===== config.mk =====
export PLATFORM = sky130hd
export DESIGN_NAME = instr_fetch_stage
export DESIGN_NICKNAME = d
export VERILOG_FILES = /design/src/rtl/rv_core_pkg.sv /design/src/rtl/fetch_resp_buf.sv /design/src/rtl/instr_fetch_stage.sv
export SDC_FILE = /design/constraint.sdc
export NUM_CORES = 1
export LEC_CHECK = 0
export CAP_MARGIN = 20
export CORE_ASPECT_RATIO = 2
export CORE_MARGIN = 2
export CORE_UTILIZATION = 40
export DETAILED_ROUTE_END_ITERATION = 10
export PLACE_DENSITY = 0.69
export SYNTH_ARGS = -nofsm -noshare
export SYNTH_HDL_FRONTEND = slang
export SYNTH_SLANG_ARGS = --single-unit

===== constraint.sdc =====
create_clock -name clk -period 3 [get_ports clk]
set_input_delay 0.6 -clock clk [delete_from_list [all_inputs] [get_ports clk]]
set_output_delay 0.6 -clock clk [all_outputs]
set_load 0.02 [all_outputs]

===== src/rtl/rv_core_pkg.sv =====
// Shared core definitions: data width, bubble encoding, instruction field
// positions and the fetch FSM state encoding.
package rv_core_pkg;

  localparam int          XLEN       = 32;
  localparam logic [31:0] NOP_INSTR  = 32'h0000_0013;

  localparam int OPCODE_LSB = 0;
  localparam int OPCODE_MSB = 6;
  localparam int FUNCT3_LSB = 12;
  localparam int FUNCT3_MSB = 14;
  localparam int FUNCT7_BIT = 30;

  typedef enum logic [1:0] {
    FETCH = 2'd0,
    WAIT  = 2'd1,
    DRAIN = 2'd2
  } fetch_state_e;

endpackage


===== src/rtl/fetch_resp_buf.sv =====
// One-entry skid buffer that parks a fetch response arriving while decode
// is stalled, so the outstanding transaction can retire.
module fetch_resp_buf #(
  parameter int XLEN = 32
) (
  input  logic            clk,
  input  logic            rst,
  input  logic            clr,
  input  logic            load,
  input  logic            pop,
  input  logic [XLEN-1:0] load_pc,
  input  logic [31:0]     load_instr,
  output logic            valid,
  output logic [XLEN-1:0] pc,
  output logic [31:0]     instr
);

  always_ff @(posedge clk) begin
    if (rst || clr) begin
      valid <= 1'b0;
    end else if (load) begin
      valid <= 1'b1;
    end else if (pop) begin
      valid <= 1'b0;
    end
  end

  always_ff @(posedge clk) begin
    if (rst) begin
      pc    <= '0;
      instr <= 32'h0;
    end else if (load) begin
      pc    <= load_pc;
      instr <= load_instr;
    end
  end

endmodule


===== src/rtl/instr_fetch_stage.sv =====
// Fetch stage + IF/ID register. Optional IFETCH_MISALIGN_CHK_EN adds a
// sticky misalign_fault for unaligned redirect targets.
module instr_fetch_stage #(
  parameter int               XLEN      = rv_core_pkg::XLEN,
  parameter logic [XLEN-1:0]  RESET_PC  = '0,
  parameter logic [31:0]      NOP_INSTR = rv_core_pkg::NOP_INSTR
) (
  input  logic            clk,
  input  logic            rst,
  output logic            imem_req_valid,
  input  logic            imem_req_ready,
  output logic [XLEN-1:0] imem_addr,
  input  logic            imem_rsp_valid,
  input  logic [31:0]     imem_rsp_data,
  input  logic            redirect,
  input  logic [XLEN-1:0] redirect_pc,
  input  logic            stall,
  output logic            if_id_valid,
  output logic [XLEN-1:0] if_id_pc,
  output logic [31:0]     if_id_instr,
  output logic [6:0]      opcode,
  output logic [2:0]      funct3,
  output logic            funct7
`ifdef IFETCH_MISALIGN_CHK_EN
  , output logic          misalign_fault
`endif
);
  import rv_core_pkg::*;

  fetch_state_e    state, state_nxt;
  logic [XLEN-1:0] pc, pc_nxt, req_pc;
  logic [XLEN-1:0] redir_tgt;
  logic            redir_bad, fault;
  logic            req_fire, rsp_take;
  logic            buf_valid, buf_load, buf_pop;
  logic [XLEN-1:0] buf_pc;
  logic [31:0]     buf_instr;

`ifdef IFETCH_MISALIGN_CHK_EN
  assign redir_tgt = redirect_pc;
  assign redir_bad = redirect && (redirect_pc[1:0] != 2'b00);

  always_ff @(posedge clk) begin
    if (rst)            fault <= 1'b0;
    else if (redir_bad) fault <= 1'b1;
  end

  assign misalign_fault = fault;
`else
  localparam logic [XLEN-1:0] ALIGN_MASK = ~XLEN'(3);
  assign redir_tgt = redirect_pc & ALIGN_MASK;
  assign redir_bad = 1'b0;
  assign fault     = 1'b0;
`endif

  assign imem_req_valid = !rst && (state == FETCH) && !stall && !redirect
                          && !buf_valid && !fault;
  assign imem_addr      = pc;
  assign req_fire       = imem_req_valid && imem_req_ready;
  assign rsp_take       = (state == WAIT) && imem_rsp_valid;

  // A response that lands while decode is stalled is parked, never dropped.
  assign buf_load = !redirect && stall && rsp_take;
  assign buf_pop  = !redirect && !stall && buf_valid;

  always_comb begin
    state_nxt = state;
    pc_nxt    = pc;
    if (redirect) begin
      pc_nxt = redir_tgt;
      if (redir_bad)
        state_nxt = FETCH;
      else if (state == WAIT || state == DRAIN)
        state_nxt = imem_rsp_valid ? FETCH : DRAIN;
      else
        state_nxt = FETCH;
    end else begin
      case (state)
        FETCH: if (req_fire) begin
          state_nxt = WAIT;
          pc_nxt    = pc + XLEN'(4);
        end
        WAIT:    if (imem_rsp_valid) state_nxt = FETCH;
        DRAIN:   if (imem_rsp_valid) state_nxt = FETCH;
        default: state_nxt = FETCH;
      endcase
    end
  end

  always_ff @(posedge clk) begin
    if (rst) begin
      state  <= FETCH;
      pc     <= RESET_PC;
      req_pc <= '0;
    end else begin
      state <= state_nxt;
      pc    <= pc_nxt;
      if (req_fire) req_pc <= pc;
    end
  end

  always_ff @(posedge clk) begin
    if (rst) begin
      if_id_valid <= 1'b0;
      if_id_pc    <= '0;
      if_id_instr <= NOP_INSTR;
    end else if (redirect) begin
      if_id_valid <= 1'b0;
      if_id_instr <= NOP_INSTR;
    end else if (!stall) begin
      if (buf_valid) begin
        if_id_valid <= 1'b1;
        if_id_pc    <= buf_pc;
        if_id_instr <= buf_instr;
      end else if (rsp_take) begin
        if_id_valid <= 1'b1;
        if_id_pc    <= req_pc;
        if_id_instr <= imem_rsp_data;
      end else begin
        if_id_valid <= 1'b0;
        if_id_instr <= NOP_INSTR;
      end
    end
  end

  fetch_resp_buf #(.XLEN(XLEN)) u_rsp_buf (
    .clk        (clk),
    .rst        (rst),
    .clr        (redirect),
    .load       (buf_load),
    .pop        (buf_pop),
    .load_pc    (req_pc),
    .load_instr (imem_rsp_data),
    .valid      (buf_valid),
    .pc         (buf_pc),
    .instr      (buf_instr)
  );

  assign opcode = if_id_instr[OPCODE_MSB:OPCODE_LSB];
  assign funct3 = if_id_instr[FUNCT3_MSB:FUNCT3_LSB];
  assign funct7 = if_id_instr[FUNCT7_BIT];

endmodule


### Word level (Yosys, flattened, before mapping)

Index checks and enable logic that the tools add are counted.
W data, S select, Z words.

* register bits after elaboration: 196
* latch bits: 0
* bits in writable memories: 0
* memory bits (read-only): 0
* bits of input ports: 70
* output and inout bits: 109
* logic and storage cells: 61
* memories kept: 0

* $add $sub $neg: 1
* multipliers: 0
* div/mod/pow operators: 0
* order comparisons: 0
* equal/unequal tests: 4
* shifts and indexed selects: 0
* mux-type cells: 17
* bitwise gates (word level): 2
* reductions and logical operators: 27

Operators by type and width (count)
* $mux W32: 7
* $add A32 B3 Y32 const B: 1
* $logic_and A1 B1 Y1: 10
* $mux W2: 5
* $reduce_bool A2 Y1: 4
* $reduce_and A2 Y1: 3
* $logic_not A1 Y1: 4
* $mux W1: 4
* $pmux W2 S2: 1
* $reduce_or A2 Y1: 2
* $ne A3 B1 Y1 const B: 1
* $ne A3 B3 Y1 const B: 1
* $reduce_and A3 Y1: 1
* $eq A2 B1 Y1 const B: 1
* $eq A2 B2 Y1 const B: 1
* $logic_not A2 Y1: 1
* $logic_or A1 B1 Y1: 2
* $not A1 Y1: 2

### Logic depth before layout (Yosys ltp)

* depth in word-level cells: 9
* mapped depth: 8
* mapped depth without buffers: 6

### By module

Synthesis repeated with hierarchy kept, for this count alone.

* cell total of the unflattened synthesis: 911
* area, all modules: 8190.4 µm²

Modules (own cells, without submodules)
* instr_fetch_stage: times used 1, cells each 701, area an instance 5869.4 µm², sequential area each 2542.4 µm²
* fetch_resp_buf: times used 1, cells each 210, area an instance 2321.0 µm², sequential area each 1301.2 µm²

### Worst setup path before layout

No wires, ideal clock.

* kind: input to output
* from: input redirect
* to: output imem_req_valid
* arrival: 1.915 ns
* data required time: 2.400 ns
* path slack: 0.485 ns
* cell stages on the path: 4
* path buffers: 2
* cell sequence: clkbuf_1 -> or2_1 -> buf_2 -> nor4b_1

* cells in the longest elaborated chain, start to end: 3

RTL lines
* start: declaration: RTL line instr_fetch_stage.sv:15 `input logic redirect,`
* $logic_not A1 Y1: RTL line instr_fetch_stage.sv:56 `assign imem_req_valid = !rst && (state == FETCH) && !stall && !redirect`
* $logic_and A1 B1 Y1: RTL line instr_fetch_stage.sv:56
* $logic_and A1 B1 Y1: RTL line instr_fetch_stage.sv:57 `&& !buf_valid && !fault;`
* end: declaration: RTL line instr_fetch_stage.sv:10 `output logic imem_req_valid,`

Every way passes these cells.

### Worst setup path after layout

Same ends and word-level chain as after synthesis.

==> results.cfg <==
[worst_setup_path]
path_class = primary input to primary output
reg2reg_to = imem_addr[24]
worst_setup_path_end_kind = primary output
cp.required_ps = 2400
path_max_fanout = 2
crit_chain = clkdlybuf4s50_1, or2_1, nor4b_1, clkdlybuf4s50_1
critPathLaunchType = primary input
r2r_start = state[1]
cpMaxStageDelayCell = clkdlybuf4s50_1
slowest_delay_ps = 700
arrival_ps = 2250
rrSetupSlack_ps = 750
r2r_cells = 6
crit_top_cell = clkdlybuf4s50_1

[synth]
ys_seq_area_share_pct = 46.6
synth.top_cells.by_area = dfxtp_1 (47%), nand2_1 (9.6%), a21oi_1 (6.3%), mux2i_1 (4.1%), a211oi_1 (3.4%)
synth_top_area_share_pct = 46.6
synth-async-reset-ratio_pct = 0
ys_ff_latch = 188
yosys_warnings = 0
ys_types = 58
synth_edf_count = 0
synth_cells = 961
synth_area_leader_cell = dfxtp_1
syn_area_per_cell_um2 = 8.41
synth_area_um2 = 8080
synth-main-ff-cell = dfxtp_1

[power]
ir_drop_v = 0.000303
p_leak_nw = 3.39
p_per_area_nw_per_um2 = 511

[die]
core_area_um2 = 19800
die_h_um = 205
initial_core_util_pct = 40.8
dieArea_um2 = 21400
die_w_um = 105
io_pins = 179
num_rows = 73

[final_layout]
fin_nets = 1159
area.growth.synth_to_final_pct = 30.4
fillCellCount = 1911
drive_above_1_share_pct = 7.74
fin_util_pct = 53.2
num_antenna_cells = 0

[drt]
drtIter0Drc = 341
route.vias.total = 7329
route.detailed.drc = 0
ant_nets = 0
dr.pass1.iters = 5
drt-total-wl_mm = 22.0
post_drt_wl_per_cell_um = 16.2
viasPerCell = 5.39

[place]
hpwl_mm = 15.3
place_congestion = 0.830
port_buffers = 172

[timing]
relSlewSlack_pct = 51.6
min_period_over_period_pct = 95.1
slew_violations = 0
setup_tns_ps = 0
setup_viol = 0
hold_viol = 0
fmax_ghz = 0.350
fin_crit_ps = 2850
fin_worst_skew_ps = 9.48
worst_slew_pin_slew_ps = 723
rsz0062_at_grt = no

[clocking]
cts_buffers = 17
insertion_delay_ps = 440
cts_root_buf = clkbuf_16
cts_setup_buffers = 0
cts_tree = built
ctsHoldBuffers = 0
clk_pin_slew_worst_paths_ps = 60
clock_sinks = 188
cts_resized = 0
cts_buffer_depth = 2
htree_levels = 4

[worst_hold_path]
hold_depth = 2
hold-path-endpoint = u_rsp_buf.instr[3]
holdCritStartpoint = u_rsp_buf.instr[3]
hp-class = flop to flop

[grt]
antenna_found_initial = 0
grt_max_degree = 157
globalRouteTotalUtil_pct = 20.6
grt_pass1_vias = 6925
grt.overflow.total = 0
grt_pass1_wl_mm = 35.3

[status]
outcome = completed

[flow_run]
maxCapViolations = 0
-- stage by stage --
step | total power (W) | hold WS, ps | setup slack [ps] | cells | cell area [µm²]
4_1_cts | 0.00544 | 454 | 128 | 1360 | 10500
3_5_place_dp | 0.00312 | 443 | 136 | 1329 | 9940
6_report | 0.00539 | 451 | 146 | 1360 | 10500
2_1_floorplan | 0.00288 | 433 | 485 | 964 | 8100
5_1_grt | 0.00557 | 464 | 22.9 | 1360 | 10500
3_3_place_gp | 0.00312 | 438 | 153 | 1329 | 9940
-- layer usage --
layer | track usage, % | vias up | share of wire [%]
met5 | 0 | - | 0
met4 | 10.4 | 0 | 3.9
met3 | 3.88 | 52 | 4.6
met2 | 36.7 | 245 | 52
met1 | 23.2 | 3413 | 40
li1 | - | 3619 | -
-- synth_stat cells (13+ instances only) --
cell	number
a211oi_1	37
a21oi_1	102
a22oi_1	19
buf_4	16
clkbuf_1	57
dfxtp_1	188
inv_1	13
mux2_2	19
mux2i_1	33
nand2_1	206
nand3_1	16
nand4_1	14
nor2_1	70
nor3_1	17
-- flip-flops by register name, summed over array words and instances (netlist names) --
name	cells
if_id_instr	32
u_rsp_buf.instr	32
if_id_pc	30
imem_addr	30
req_pc	30
u_rsp_buf.pc	30
state	2
if_id_valid	1
u_rsp_buf.valid	1
-- cells in the final DEF, fill, tap and decap left out, drive strengths merged, types with 9 or more instances in the layout --
cell / n
nand2: 206
dfxtp: 188
clkdlybuf4s50: 171
a21oi: 102
nor2: 71
a211oi: 37
mux2i: 33
clkbuf: 20
buf: 20
mux2: 19
a22oi: 19
nand4: 18
inv: 18
nor3: 17
nand3: 16
a31oi: 11
nor2b: 11
a221oi: 11
and4: 9
-- final cells by class --
type                    count  area, µm²  area share [%]
clock buffers              20        447            4.24
multi-input cells         674       3880            36.8
well taps                 262        328            3.11
inverters                  14       52.6           0.499
repair buffers            191       1910            18.1
flip-flops and latches    188       3770            35.7
clock inverters            11        156            1.48
-- cell families after synthesis --
| logic type | Yosys count | synth area share [%] |
|---|---|---|
| AND/OR/NAND/NOR | 388 | 22.2 |
| AO/OA/AOI/OAI | 221 | 17.6 |
| flip-flops | 188 | 46.6 |
| buffers and inverters | 102 | 5.73 |
| multiplexers | 52 | 6.73 |
| XOR/XNOR | 6 | 0.650 |
| adder cells (fa/ha/maj) | 3 | 0.464 |
| other | 1 | 0.0464 |
-- worst max path at each step --
| stage | from | to | slack (ps) | depth (start not counted) |
|---|---|---|---|---|
| finish | redirect | imem_req_valid | 150 | 4 |
| global placement | redirect | imem_req_valid | 150 | 4 |
| global route | redirect | imem_req_valid | 20 | 4 |
| floorplan | redirect | imem_req_valid | 480 | 4 |
| CTS | redirect | imem_req_valid | 130 | 4 |
| detailed placement | redirect | imem_req_valid | 140 | 4 |
-- worst max-delay path: cells and delay by family --
| family | cells | cell delay, ps |
|---|---|---|
| AND/OR/NAND/NOR | 2 | 540 |
| buffers and inverters | 2 | 1110 |
-- power by group --
group	total, W	switching [W]	internal, W	leakage [nW]
sequential	0.00261	0.0000702	0.00254	1.52
combinational	0.000460	0.000236	0.000224	1.58
clock	0.00232	0.000978	0.00134	0.286
total	0.00539	0.00128	0.00410	3.39
Note: power is estimated with default switching activity, not from simulation.
